$ cat config.mk
export PLATFORM = sky130hd
export DESIGN_NAME = alu_issue_ctrl
export DESIGN_NICKNAME = d
export VERILOG_FILES = /design/src/rtl/alu_issue_ctrl.sv
export SDC_FILE = /design/constraint.sdc
export NUM_CORES = 1
export LEC_CHECK = 0
export CORE_MARGIN = 1.5
export CORE_UTILIZATION = 49
export DETAILED_ROUTE_END_ITERATION = 10
export PLACE_DENSITY = 0.75
export SYNTH_ARGS = -nofsm -noshare
export SYNTH_HDL_FRONTEND = slang
export SYNTH_SLANG_ARGS = --single-unit
$ cat constraint.sdc
create_clock -name clk -period 4.4 [get_ports clk]
set_input_delay 0.88 -clock clk [delete_from_list [all_inputs] [get_ports clk]]
set_output_delay 0.88 -clock clk [all_outputs]
set_load 0.02 [all_outputs]
$ cat src/rtl/alu_issue_ctrl.sv
// alu_issue_ctrl: initiator side of an external ALU.
// Accepts one 16-bit instruction at a time, reads operands from an internal
// 8-entry register file, drives the ALU, captures its result and writes it back.
// Sequence per instruction: IDLE (accept) -> READ -> EXEC -> WB -> IDLE.
`timescale 1ns/1ps
module alu_issue_ctrl #(
    parameter int REGISTER_LEN = 10
) (
    input  logic                    clk,
    input  logic                    rst_n,
    input  logic                    Instr_valid,
    output logic                    Instr_ready,
    input  logic [15:0]             Instr,
    output logic [2:0]              ALU_OP,
    output logic [3:0]              ALU_Cal_value,
    output logic [REGISTER_LEN-1:0] ALU_A,
    output logic [REGISTER_LEN-1:0] ALU_B,
    input  logic [REGISTER_LEN:0]   ALU_R,
    output logic                    Done,
    output logic                    Carry,
    input  logic [2:0]              Dbg_addr,
    output logic [REGISTER_LEN-1:0] Dbg_data
);

    typedef enum logic [1:0] {
        S_IDLE = 2'd0,
        S_READ = 2'd1,
        S_EXEC = 2'd2,
        S_WB   = 2'd3
    } state_t;

    state_t                  r_state;
    logic                    r_ready;
    logic                    r_done;
    logic                    r_carry;
    logic [2:0]              r_op;
    logic [3:0]              r_cal;
    logic [REGISTER_LEN-1:0] r_a;
    logic [REGISTER_LEN-1:0] r_b;
    logic [REGISTER_LEN-1:0] r_rf [8];
    logic [15:0]             r_instr;
    logic [REGISTER_LEN:0]   r_result;

    logic [2:0]              w_op;
    logic [3:0]              w_cal;
    logic [2:0]              w_rd;
    logic [2:0]              w_ra;
    logic [2:0]              w_rb;
    logic [REGISTER_LEN-1:0] w_rd_a;
    logic [REGISTER_LEN-1:0] w_rd_b;
    logic                    w_accept;

    // Field decode of the latched instruction word.
    assign w_op  = r_instr[15:13];
    assign w_cal = r_instr[12:9];
    assign w_rd  = r_instr[8:6];
    assign w_ra  = r_instr[5:3];
    assign w_rb  = r_instr[2:0];

    // Register 0 is hard-wired to zero on every read port.
    assign w_rd_a   = (w_ra == 3'd0) ? '0 : r_rf[w_ra];
    assign w_rd_b   = (w_rb == 3'd0) ? '0 : r_rf[w_rb];
    assign Dbg_data = (Dbg_addr == 3'd0) ? '0 : r_rf[Dbg_addr];

    assign w_accept = (r_state == S_IDLE) && Instr_valid && r_ready;

    // Sequencer with registered control outputs and register-file write-back.
    always_ff @(posedge clk or negedge rst_n) begin
        if (!rst_n) begin
            r_state <= S_IDLE;
            r_ready <= 1'b1;
            r_done  <= 1'b0;
            r_carry <= 1'b0;
            r_op    <= '0;
            r_cal   <= '0;
            r_a     <= '0;
            r_b     <= '0;
            for (int i = 0; i < 8; i++) begin
                r_rf[i] <= '0;
            end
        end else begin
            case (r_state)
                S_IDLE: begin
                    if (w_accept) begin
                        r_ready <= 1'b0;
                        r_state <= S_READ;
                    end
                end
                S_READ: begin
                    r_op    <= w_op;
                    r_cal   <= w_cal;
                    r_a     <= w_rd_a;
                    r_b     <= w_rd_b;
                    r_state <= S_EXEC;
                end
                S_EXEC: begin
                    // Done is registered so it is high for exactly the WB cycle.
                    r_done  <= 1'b1;
                    r_state <= S_WB;
                end
                S_WB: begin
                    if (w_rd != 3'd0) begin
                        r_rf[w_rd] <= r_result[REGISTER_LEN-1:0];
                    end
                    r_carry <= r_result[REGISTER_LEN];
                    r_done  <= 1'b0;
                    r_ready <= 1'b1;
                    r_state <= S_IDLE;
                end
                default: begin
                    r_state <= S_IDLE;
                end
            endcase
        end
    end

    // Datapath capture: instruction word on accept, ALU result at the end of EXEC.
    always_ff @(posedge clk) begin
        if (w_accept) begin
            r_instr <= Instr;
        end
        if (r_state == S_EXEC) begin
            r_result <= ALU_R;
        end
    end

    assign Instr_ready   = r_ready;
    assign Done          = r_done;
    assign Carry         = r_carry;
    assign ALU_OP        = r_op;
    assign ALU_Cal_value = r_cal;
    assign ALU_A         = r_a;
    assign ALU_B         = r_b;

endmodule

---- After elaboration in Yosys (flattened, before gate mapping) ----
Index checks and enable logic that the tools add are counted.
storage, ports and cells
  bits in registers ....................... 139
  bits of input ports ..................... 33
  word-level logic and storage cells ...... 63
  output and inout port bits .............. 40
operators by class
  mux-type cells .......................... 20
  equality and inequality tests ........... 4
  reductions and logical operators ........ 12
  $lt $le $gt $ge ......................... 5
  bitwise gates (word level) .............. 4
operators by type and width
  cell                                                        count
  2-to-1 mux 10 bit                                           10
  binary-select mux 10 bit (select 3 bit)                     3
  bitwise mux 80 bit                                          1
  demux 10 bit (select 3 bit)                                 1
  >= comparator 4 bit, second input constant                  4
  NOT 3 -> 4 bit                                              4
  logical NOT 3 bit                                           3
  case mux 2 bit (4 select lines)                             1
  == test 2 bit, second input constant                        2
  less-than comparator 4 x 1 -> 1 bit, second input constant  1
  case mux 1 bit (2 select lines)                             2
  AND reduction 2 bit                                         2
  nonzero test 2 bit                                          2
  logical AND 1 bit                                           3
  nonzero test 3 bit                                          1
  == test 2 x 1 -> 1 bit, second input constant               1
  logical NOT 2 bit                                           1
  2-to-1 mux 2 bit                                            1
  != test 2 bit, second input constant                        1
  2-to-1 mux 1 bit                                            1

---- Logic depth before layout (Yosys ltp) ----
  word-level depth ........................ 6
  mapped depth ............................ 6
  depth with buffers taken out ............ 5

---- Worst setup path before layout ----
OpenSTA, ideal clock, no wires.
  kind .................................... input -> output
  start ................................... input Dbg_addr[0]
  end ..................................... output Dbg_data[7]
  stages on the path ...................... 4
  setup slack ............................. 1.666 ns
  data required time ...................... 3.520 ns
  buffers on the path ..................... 2
  data arrival time ....................... 1.854 ns
  cell sequence ........................... buf_4 -> buf_2 -> a22oi_1 -> o21ai_0
between the ends
  cells in the longest elaborated chain, start to end .. 5
  elaborated cells between the ends (all ways) .. 6
  classes of those cells .................. 4 x mux; 1 x bitwise; 1 x reduce/logical
RTL lines
  item                                                   RTL line  RTL
  start, declared                                        21        input logic [2:0] Dbg_addr,
  NOT 3 -> 4 bit (not written as such)                   63        assign Dbg_data = (Dbg_addr == 3'd0) ? '0 : r_rf[Dbg_addr];
  binary-select mux 10 bit (select 3 bit)                63
  2-to-1 mux 10 bit (not written as such) (2 in series)  63
  2-to-1 mux 10 bit *                                    63
  end, declared                                          22        output logic [REGISTER_LEN-1:0] Dbg_data
Mark *: on every way between the ends. The rest lies on a longest branch, timed or not. The select of a mux whose other input is x is not followed.

---- Worst setup path in the final report ----
  start ................................... input Dbg_addr[1]
  end ..................................... output Dbg_data[5]
The elaborated chain is that of the path after synthesis.

==> impl_metrics.yaml <==
global_route:
  grt_pass1_wl_um: 24800
  grt_overflow_total: 0
  grt_max_degree: 83
  grt_use_total: 0.236
  antenna_found_initial: 0
  grt_pass1_vias: 4607
yosys:
  yosysTopAreaCell: "dfrtp_1"
  ys_warn_count: 0
  synth_top_area_frac: 0.395
  yosys_most_used_dff: "dfrtp_1"
  syn_avg_cell_area_um2: 13.7
  synth_most_common_cell: "mux2_2"
  synth.area.mux_share: 0.296
  synthAdderAreaFrac: 0.00977
  seq_area_frac_synth: 0.526
  yosys.area_share.simple: 0.0467
  synthXorXnorAreaFrac: 0
  syn_area_mm2: 0.00640
  synth_edf_count: 27
  yosys-top-cells-area: "dfrtp_1 (39%), mux2_2 (19%), edfxtp_1 (13%), mux2i_1 (6.3%), mux4_2 (3.9%)"
  syn_nets: 505
  synth_common_cells: "mux2_2 (107), dfrtp_1 (101), mux2i_1 (40), edfxtp_1 (27), nor2_1 (19)"
  synth.distinct_cells: 43
  async_flop_share: 0.791
  synth_cells: 467
  synth_top_family_by_area: "multiplexers"
  ys_seq_elements: 129
  synth_compound_area_frac: 0.0909
sta:
  fin_skew_ns: 0.00745
  finalSetupTns_ns: 0
  fmax_mhz: 252
  slew_viol_final: 0
  relSlewSlack: 0.218
  hold_viol: 0
  setup_viol: 0
  period_share: 0.901
  worst_pin_slew_ns: 1.17
  min_period_ns: 3.96
  rsz0062_at_grt: "false"
setup_path:
  crit_fanout: 10
  cp_slowest_cell: "clkdlybuf4s50_1"
  crit_path_start_kind: "input port"
  path_class: "in2out"
  cp_slowest_stage_delay_ns: 0.71
  cp.arrival_ns: 3.08
  cp_common_cell: "clkdlybuf4s50_1"
  endpoint_kind: "output pin"
  cp_cell_sequence: "clkdlybuf4s50_1, buf_4, mux2_2, a22oi_1, o21ai_0, clkdlybuf4s50_1"
  required_ns: 3.52
cts:
  cts.sinks: 129
  cts_resized: 0
  cts_tree: "yes"
  cts_hold_buf: 0
  cts_buffers: 17
  ctsRootBufferMaster: "clkbuf_16"
  clk_pin_slew_ns: 0.05
  cts_max_level: 4
  cts_setup_buffers: 0
  clk_latency_ns: 0.42
  cts_buffer_depth: 2
die:
  die_h_um: 117
  floorplan.initialDensity: 0.505
  die_x_um: 117
  ioPinCount: 73
  coreArea_mm2: 0.0127
  num_rows: 41
  dieArea_mm2: 0.0138
placed_design:
  io_buffers: 72
  globalplace.congestion: 0.876
  dp_hpwl_um: 9920
  dpl.cell_count: 686
min_path:
  hp-class: "reg2reg"
drt:
  post_drt_wl_per_cell_um: 21.5
  via_per_inst: 6.04
  drt_pass1_iterations: 4
  vias: 4340
  ant_nets: 0
  first_iter_violations: 274
  drc: 0
  drt_wl_total_um: 15500
finish:
  multiInputGateArea_mm2: 0.00287
  drive_above_1_share: 0.300
  area_growth_syn_to_layout_pct: 22.3
  fill_cells: 992
  nets: 571
  stdcell_count: 718
  diodes: 0
  seq_area_mm2: 0.00336
status:
  status: "finished clean"
pwr:
  leakagePower_nw: 3.22
  ir_drop_mv: 0.437
  p_per_area_mw_per_mm2: 730
job:
  maxCapViolCount: 0
## sequential cells by signal, summed over array words and instances, names as in the netlist
register       cells
Done               1
r_rf              70
ALU_B             10
Instr_ready        1
ALU_Cal_value      4
r_state            2
r_result          11
Carry              1
ALU_OP             3
r_instr           16
ALU_A             10
## path summary, 6_finish.rpt
| kind | start | endpoint | slack, ns | cells after the start |
|---|---|---|---|---|
| setup / recovery | Dbg_addr[1] | Dbg_data[5] | 0.44 | 6 |
| hold / removal | r_result[10] | Carry | 0.48 | 1 |
| setup reg to reg | r_instr[3] | ALU_A[8] | 1.93 | 5 |
| hold reg to reg | r_result[10] | Carry | 0.48 | 1 |
| max in group asynchronous | rst_n | Instr_ready | 2.83 | 2 |
| min in group asynchronous | rst_n | r_rf[33] | 0.64 | 1 |
## report_power, final
part	switching (mW)	leakage, nW	internal [mW]
logic	0.932	1.45	1.15
registers	0.511	1.48	1.77
clock network	0.478	0.282	0.874
total	1.92	3.22	3.79
## per-layer routing
layer / vias to the layer above / global-route usage / wire, um / share of wire
met4: 0 / 0.115 / 500 / 0.032
met1: 2215 / 0.311 / 6800 / 0.44
li1: 1919 / - / - / -
met2: 170 / 0.364 / 7250 / 0.47
met3: 36 / 0.0613 / 904 / 0.058
met5: - / 0 / 0 / 0
## layout by cell type, fill, tap and decap left out, types with 2 or more instances in the layout
master	count
inv_1	4
mux2_2	107
o221ai_1	7
clkinv_2	4
nor2b_1	2
clkbuf_1	6
a21oi_1	13
nor2_1	19
a221oi_2	2
o21ai_0	11
ha_1	5
o22ai_1	8
nand2b_1	3
clkbuf_16	17
dfrtp_1	101
clkdlybuf4s50_1	71
buf_4	9
nor4bb_4	2
nand2_1	14
mux4_2	11
nand4b_1	3
and2_1	2
clkbuf_8	3
bufinv_16	2
edfxtp_1	27
a22oi_1	15
a221oi_1	13
mux2_4	2
mux2i_1	40
o22a_1	7
## cell type report
type,instances,area share
Clock inverter,6,0.0102
Clock buffer,26,0.0625
Timing Repair Buffer,81,0.102
Tap cell,172,0.0275
Sequential cell,129,0.430
Multi-Input combinational cell,300,0.366
Inverter,4,0.00192
## stage by stage
| stage | instance area, um2 | util | total power [mW] | hold WS [ns] | setup slack [ns] |
|---|---|---|---|---|---|
| after floorplan | 6400 | - | 3.55 | 0.454 | 1.67 |
| after global placement | 7260 | 0.573 | 4.28 | 0.457 | 0.529 |
| after detailed placement | 7260 | 0.573 | 4.36 | 0.463 | 0.425 |
| after CTS | 7830 | 0.618 | 5.74 | 0.484 | 0.422 |
| after global routing | 7830 | 0.618 | 6.02 | 0.502 | 0.382 |
| final | 7830 | 0.618 | 5.71 | 0.478 | 0.436 |
## worst max-delay path, delay by kind of cell
family / cells / cell delay, ns
compound gates: 2 / 0.26
buf+inv: 3 / 1.57
mux: 1 / 0.36
## logic make-up (layout without fill, tap and decap cells)
logic type | after synthesis | in the layout
DFF | 129 | 129
AOI/OAI and AO/OA | 80 | 80
buffers and inverters | 38 | 117
and+or+nand+nor | 54 | 54
muxes | 161 | 161
adders and majority gates | 5 | 5
No activity file was read; power rests on OpenSTA's default activity.
